File: src/rtl/adc_buffer_reader.sv
// adc_buffer_reader
// Streams a completed ADC capture out of the capture buffer, in address
// order, over a valid/ready interface. A 2-entry output FIFO covers the
// buffer's 1-cycle read latency so the stream runs at one sample per clock.
//
// Ports
//   adc_clock      in   single clock, rising edge
//   reset_n        in   asynchronous active-low reset
//   capture_done   in   buffer holds a complete capture (level)
//   start_readout  in   request a readout, sampled in IDLE only
//   abort          in   synchronous abort of a running readout
//   read_addr      out  buffer read address (registered)
//   read_data      in   buffer data for the address currently presented
//   m_data         out  stream sample (FIFO head)
//   m_valid        out  m_data is valid
//   m_ready        in   downstream accepts
//   m_last         out  head sample is from address DEPTH-1
//   busy           out  readout in progress
//   readout_done   out  last sample transferred; cleared by next accepted start
//
// state  | meaning
// S_IDLE | waiting for start_readout with capture_done
// S_RUN  | issuing reads and streaming samples
module adc_buffer_reader #(
  parameter int DATA_WIDTH = 12,
  parameter int ADDR_WIDTH = 12,
  parameter int DEPTH      = 4096
) (
  input  logic                  adc_clock,
  input  logic                  reset_n,
  input  logic                  capture_done,
  input  logic                  start_readout,
  input  logic                  abort,
  output logic [ADDR_WIDTH-1:0] read_addr,
  input  logic [DATA_WIDTH-1:0] read_data,
  output logic [DATA_WIDTH-1:0] m_data,
  output logic                  m_valid,
  input  logic                  m_ready,
  output logic                  m_last,
  output logic                  busy,
  output logic                  readout_done
);

  localparam int CW = ADDR_WIDTH + 1;
  localparam logic [CW-1:0] LP_DEPTH = CW'(DEPTH);
  localparam logic [CW-1:0] LP_LAST  = CW'(DEPTH - 1);

  typedef enum logic {S_IDLE, S_RUN} state_t;

  state_t                r_state;
  logic [CW-1:0]         r_issued;        // reads issued; low bits are the read pointer
  logic [ADDR_WIDTH-1:0] r_read_addr;
  logic                  r_inflight;
  logic                  r_inflight_last;
  logic [DATA_WIDTH-1:0] r_fifo_data [2];
  logic [1:0]            r_fifo_last;
  logic                  r_wr_idx;
  logic                  r_rd_idx;
  logic [1:0]            r_count;
  logic                  r_done;

  logic       w_run;
  logic       w_start;
  logic       w_valid;
  logic       w_pop;
  logic       w_push;
  logic       w_issue;
  logic       w_last_xfer;
  logic [2:0] w_occ;

  assign w_run   = (r_state == S_RUN);
  assign w_start = !w_run && start_readout && capture_done && !abort;
  assign w_valid = (r_count != 2'd0);
  assign w_pop   = w_run && w_valid && m_ready;
  assign w_push  = w_run && r_inflight && !abort;

  // The slot freed by this cycle's pop is credited to the issue decision;
  // without it a 2-entry FIFO cannot cover the read latency at full rate.
  assign w_occ   = {1'b0, r_count} + {2'b00, r_inflight} - {2'b00, w_pop};
  assign w_issue = w_run && !abort && (r_issued < LP_DEPTH) && (w_occ < 3'd2);

  assign w_last_xfer = w_pop && r_fifo_last[r_rd_idx];

  always_ff @(posedge adc_clock or negedge reset_n) begin
    if (!reset_n) begin
      r_state         <= S_IDLE;
      r_issued        <= '0;
      r_read_addr     <= '0;
      r_inflight      <= 1'b0;
      r_inflight_last <= 1'b0;
      r_fifo_data[0]  <= '0;
      r_fifo_data[1]  <= '0;
      r_fifo_last     <= 2'b00;
      r_wr_idx        <= 1'b0;
      r_rd_idx        <= 1'b0;
      r_count         <= 2'd0;
      r_done          <= 1'b0;
    end else begin
      case (r_state)
        S_IDLE: begin
          if (w_start) begin
            r_state    <= S_RUN;
            r_issued   <= '0;
            r_inflight <= 1'b0;
            r_wr_idx   <= 1'b0;
            r_rd_idx   <= 1'b0;
            r_count    <= 2'd0;
            r_done     <= 1'b0;
          end
        end
        S_RUN: begin
          if (abort) begin
            // Drop everything buffered or in flight; readout_done stays low.
            r_state    <= S_IDLE;
            r_inflight <= 1'b0;
            r_wr_idx   <= 1'b0;
            r_rd_idx   <= 1'b0;
            r_count    <= 2'd0;
          end else begin
            if (w_issue) begin
              r_read_addr     <= r_issued[ADDR_WIDTH-1:0];
              r_issued        <= r_issued + 1'b1;
              r_inflight      <= 1'b1;
              r_inflight_last <= (r_issued == LP_LAST);
            end else begin
              r_inflight <= 1'b0;
            end
            if (w_push) begin
              r_fifo_data[r_wr_idx] <= read_data;
              r_fifo_last[r_wr_idx] <= r_inflight_last;
              r_wr_idx              <= ~r_wr_idx;
            end
            if (w_pop) begin
              r_rd_idx <= ~r_rd_idx;
            end
            r_count <= r_count + {1'b0, w_push} - {1'b0, w_pop};
            if (w_last_xfer) begin
              r_state <= S_IDLE;
              r_done  <= 1'b1;
            end
          end
        end
        default: r_state <= S_IDLE;
      endcase
    end
  end

  assign read_addr    = r_read_addr;
  assign m_data       = r_fifo_data[r_rd_idx];
  assign m_valid      = w_valid;
  assign m_last       = w_valid && r_fifo_last[r_rd_idx];
  assign busy         = w_run;
  assign readout_done = r_done;

  a_fifo_no_overflow: assert property (
    @(posedge adc_clock) disable iff (!reset_n)
    !(w_push && !w_pop && (r_count == 2'd2))
  );

endmodule

File: config.mk
export PLATFORM = sky130hd
export DESIGN_NAME = adc_buffer_reader
export DESIGN_NICKNAME = d
export VERILOG_FILES = /design/src/rtl/adc_buffer_reader.sv
export SDC_FILE = /design/constraint.sdc
export NUM_CORES = 1
export LEC_CHECK = 0
export ABC_AREA = 0
export ABC_CLOCK_PERIOD_IN_PS = 3600
export BUFFER_PORTS_ARGS = -buffer_cell sky130_fd_sc_hd__buf_4
export CAP_MARGIN = 25
export CORE_ASPECT_RATIO = 1.1
export CORE_UTILIZATION = 58
export CTS_BUF_LIST = sky130_fd_sc_hd__clkbuf_8
export CTS_CLUSTER_DIAMETER = 120
export DETAILED_ROUTE_END_ITERATION = 16
export GPL_TIMING_DRIVEN = 0
export PLACE_DENSITY_LB_ADDON = 0.15
export SLEW_MARGIN = 20
export SYNTH_ARGS = -nofsm -noshare
export SYNTH_HDL_FRONTEND = slang
export SYNTH_SLANG_ARGS = --single-unit
File: constraint.sdc
create_clock -name adc_clock -period 3.6 [get_ports adc_clock]
set_input_delay 0.54 -clock adc_clock [delete_from_list [all_inputs] [get_ports adc_clock]]
set_output_delay 0.54 -clock adc_clock [all_outputs]
set_load 0.01 [all_outputs]
== Word level (Yosys, flattened, before mapping) ==
Cells that the tools add are included.

* Register bits: 59
* Output and inout port bits: 28
* Logic and storage cells: 96

* Add/sub/neg operators: 5
* Order comparisons: 8
* Equal/unequal tests: 7
* Multiplexer cells: 35
* Bitwise logic cells: 6
* Reduce and logical (&&, ||, !) cells: 23

{| class="wikitable"
|+ Operators with widths
! cell !! count
|-
| $mux 12 || 4
|-
| $mux 13 || 3
|-
| $pmux 13 s2 || 1
|-
| $bwmux 24 || 1
|-
| $mux 1 || 15
|-
| $logic_and 1x1->1 || 14
|-
| $add 13x1->13 const B || 1
|-
| $eq 13x12->1 const B || 1
|-
| $lt 13x13->1 const B || 1
|-
| $demux 12 s1 || 1
|-
| $reduce_and 3->1 || 4
|-
| $pmux 1 s2 || 5
|-
| $ne 3x2->1 const B || 2
|-
| $ge 2x2->1 const B || 2
|-
| $lt 1x2->1 const B || 2
|-
| $mux 2 || 2
|-
| $ne 2x1->1 const B || 2
|-
| $ne 2x2->1 const B || 2
|-
| $not 1->1 || 4
|-
| $not 1->2 || 2
|-
| $pmux 2 s2 || 1
|-
| $reduce_and 2->1 || 2
|-
| $add 2x1->3 || 1
|-
| $lt 3x2->1 const B || 1
|-
| 9 further kinds || 10
|}

== Longest topological paths before layout ==
* Depth after elaboration: 9
* Gate-level depth with buffers: 11

== Worst setup path after synthesis ==
Ideal clock, no wire load.

* Path type: flip-flop to flip-flop
* From: register r_state (netlist: busy)
* To: register r_issued[11]
* Library setup time: 78 ps
* Arrival: 2562 ps
* Data required time: 3522 ps
* Path slack: 960 ps
* Cell stages (with the launch flop): 10
* Path buffers: 1
* Clock period less this slack: 2640 ps
* Path through: dfrtp_1 > clkbuf_1 > nand3_1 > nor2_1 > o21ai_0 > fa_1 > and4bb_4 > nand4_1 > or3_1 > a21oi_1

* Longest elaborated chain between the ends: 7

{| class="wikitable"
|+ Ends and longest elaborated chain
! what !! RTL line !! RTL
|-
| from (decl) || 50 || <nowiki>state_t r_state;</nowiki>
|-
| from (signal assigned) || 86 || <nowiki>r_state <= S_IDLE;</nowiki>
|-
| from (signal assigned) || 102 || <nowiki>r_state <= S_RUN;</nowiki>
|-
| from (signal assigned) || 114 || <nowiki>r_state <= S_IDLE;</nowiki>
|-
| $logic_and 1x1->1 (2 in a row) || 74 || <nowiki>assign w_pop = w_run && w_valid && m_ready;</nowiki>
|-
| $sub 3x1->3 || 79 || <nowiki>assign w_occ = {1'b0, r_count} + {2'b00, r_inflight} - {2'b00, w_pop};</nowiki>
|-
| $lt 3x2->1 || 80 || <nowiki>assign w_issue = w_run && !abort && (r_issued < LP_DEPTH) && (w_occ < 3'd2);</nowiki>
|-
| $logic_and 1x1->1 || 80 ||
|-
| $ne 2x1->1 (no source line) || n/a ||
|-
| $reduce_and 3->1 (no source line) || n/a ||
|-
| to (signal assigned) || 122 || <nowiki>r_issued <= r_issued + 1'b1;</nowiki>
|-
| to (decl) || 51 || <nowiki>logic [CW-1:0] r_issued;</nowiki>
|}

Several ways; a longest one is shown, not always the timed one.
A chain may end at the register's enable or synchronous reset.

== Final worst setup path ==
Ends and elaborated chain as after synthesis.

==> impl_results.md <==
* DP Wirelength at 3.315 mm
* Max incr delay on CP at 0.42 ns
* H-tree depth at 3
* Clock sinks at 59
* # hold bufs at CTS at 0
* Largest net degree at the start of global routing at 60
* Leak at 1.664 nW
* Synth-to-Final Area Change at 26.01%
* CP endpoint kind: flip-flop
* WP data required at 3.84 ns
* CTS max path bufs at 2
* Core area at 4348 um2
* Largest cells by area after synthesis: dfrtp_1 55%, mux2_2 21%, xor2_1 2.0%
* Sw frac at 0.2334
* Seq/Total Area, Yosys at 0.5540
* Netlist cell types at 36
* Async SR Flop Fraction at 1.000
* Unrepaired setup endpoints after global routing: false
* Critical path buffer and inverter count at 1
* IO Count at 46
* Synth warn at 0
* Gate power share at 0.202
* Global-route wire length before repair at 8.059 mm
* Die H at 73.10 um
* Post-synth top area share at 0.5540
* Average wire per standard cell at 15.09 um
* TritonCTS Buffers at 9
* RePlAce Congestion at 0.8040
* # rows at 25
* Vias per cell at 5.483
* Cells after Synth at 210
* Min cycle time layout at 3.035 ns
* Final setup violation count at 0
* Status: complete, no violations
* Number of flops mapped to enable cells by yosys at 0
* Sequential power share at 0.406
* Hold Path Class: input port to asynchronous set/reset pin
* Fin. Hold Viols at 0
* Cell internal pwr at 1.696 mW
* CP Launch Type: flip-flop
* Clk_lat worst skew at 0.34 ns
* Iteration-0 DRC Markers at 81
* Top sig layer: met4
* Synthesized area at 2665 um2
* Die width at 66.63 um
* Via count at 1782
* CP Max Fanout at 10
* CTS clk-pin slew, worst paths at 0.07 ns
* CP delay by family, top: simple AND/OR/NAND/NOR gates
* Predominant post-synthesis flop cell: dfrtp_1
* Antenna violations before repair at 0
* Met1 wire length at 2.043 mm
* Placed Cells at 309
* Global route total overflow at 0
* Die area at 4870 um2
* Drt first pass iters at 4
* Max-cap violation count at 0
* Hold WS at 0.2564 ns
* Length of routed met2 wiring at 2.574 mm
* Routed Antenna Nets at 0
* Critical path type: flip-flop to flip-flop
* Maximum vdd drop at 0.4112 mV
* Slowest-stage cell, CP: dfrtp_1
* Critical path arrival at 3.28 ns
* Setup bufs post-CTS at 0
* Vias in the first global route at 1790
* Final Cell Area at 3358 um2
* Starting Density at 0.6129
* Root buffer cell: clkbuf_8
* Final net count at 288
* Layout cell share with drive strength beyond 1 at 0.4354
* Syn nets at 232
* Post-Syn Area per Cell at 12.69 um2
* TritonCTS clock tree: built
* Final Power at 2.212 mW
* Pwr/cell area at 658.8 nW/um2
* Wirelength, routed at 4.903 mm
* Final TNS setup at 0 ns
* Slew HR at 0.5256
* Met3 wire length at 203 um
* CTS resizes at 0
* Slew Viols, Final at 0
* Worst-Margin Slew at 0.7116 ns
* Yosys reg bits at 59
* Worst-path cell chain: clkbuf_1 > nand3_1 > nor2_1 > o21ai_0 > fa_1 > xnor2_2 > nand4_1 > or3_1 > a21oi_1
* Period utilization at 0.8430
* P_sw at 0.5163 mW
* Post-DP Area at 3070 um2
* Final Non-Filler Cells at 325
* Max Freq at 329.5 MHz
* PortBufs at 45
* Inserted Diodes at 0
* Residual DRC at 0
* Clk pwr share at 0.392
* Commonest non-fill, non-tap cell in the layout: dfrtp_1
* Gr usage total at 0.2309
* Max Clock Skew at 0.008024 ns
* Post-synth top area cell: dfrtp_1
* Commonest non-fill, non-tap cells in the layout: 59 x dfrtp_1, 50 x mux2_2, 46 x buf_4, 11 x nor2_1, 11 x nand2_1
[cells by family after synthesis]
kind of cell,Yosys count,share of synthesized area
flip-flops,59,0.5540
AND/OR/NAND/NOR,51,0.1014
multiplexers,52,0.2188
adder cells (fa/ha/maj),4,0.02160
AO/OA/AOI/OAI,22,0.05070
XOR/XNOR,9,0.03240
buffers and inverters,13,0.02113
[per-layer routing]
metal / track usage / vias to the layer above
met5: 0 / -
met4: 0.1277 / 0
met3: 0.06719 / 9
met2: 0.3939 / 31
met1: 0.2558 / 881
li1: - / 861
[area by class of cell]
type / instances / area, um2
Sequential cell: 59 / 1476
Multi-Input combinational cell: 138 / 1132
Fill cell: 291 / 989.7
Timing Repair Buffer: 45 / 337.8
Clock inverter: 7 / 163.9
Clock buffer: 9 / 123.9
Tap cell: 54 / 67.56
Buffer: 8 / 37.54
Inverter: 5 / 18.77
[worst paths after layout]
kind                                    from              end  slack (ns)  cells after the start
worst min-delay path                 reset_n  r_fifo_data[10]        0.26                      1
max in group asynchronous            reset_n     read_addr[5]        2.87                      1
worst max-delay path                    busy     r_issued[11]        0.57                      9
worst max register to register          busy     r_issued[11]        0.57                      9
min in group adc_clock                 abort         r_rd_idx        0.43                      2
worst min register to register  r_issued[12]     r_issued[12]        0.48                      1
[power by group through the flow]
stage | Sequential (mW) | Clock [mW] | Combinational (mW)
floorplan | 0.890 | 0 | 0.274
global placement | 0.900 | 0 | 0.440
detailed placement | 0.910 | 0 | 0.452
CTS | 0.900 | 0.874 | 0.456
global route | 0.917 | 0.903 | 0.486
finish | 0.898 | 0.867 | 0.447
[registers in the layout, summed over array words and instances, names as in the netlist, 2 cells and up]
| name | count |
|---|---|
| r_fifo_data | 24 |
| r_issued | 13 |
| read_addr | 12 |
| r_count | 2 |
| r_fifo_last | 2 |
[Yosys cell counts (2+ instances only)]
cell / count
xor2_1: 6
and2_1: 2
buf_2: 3
dfrtp_1: 59
mux2i_1: 2
mux2_2: 50
nand2_1: 11
o211ai_1: 2
inv_1: 5
clkbuf_1: 4
nand4_1: 4
o31ai_1: 3
a21oi_1: 3
nand3_1: 8
o22ai_1: 2
nor2_1: 11
nor3b_1: 2
and3_1: 4
xnor2_1: 2
ha_1: 3
nand2b_1: 2
o21ai_0: 8
[stage by stage]
| stage | setup WS, ns | utilization |
|---|---|---|
| after floorplan | 0.9601 | - |
| after global placement | 0.7027 | 0.7062 |
| after detailed placement | 0.6323 | 0.7062 |
| after CTS | 0.5701 | 0.7724 |
| after global routing | 0.2710 | 0.7724 |
| final | 0.5652 | 0.7724 |
Note: power is estimated with default switching activity, not from simulation.
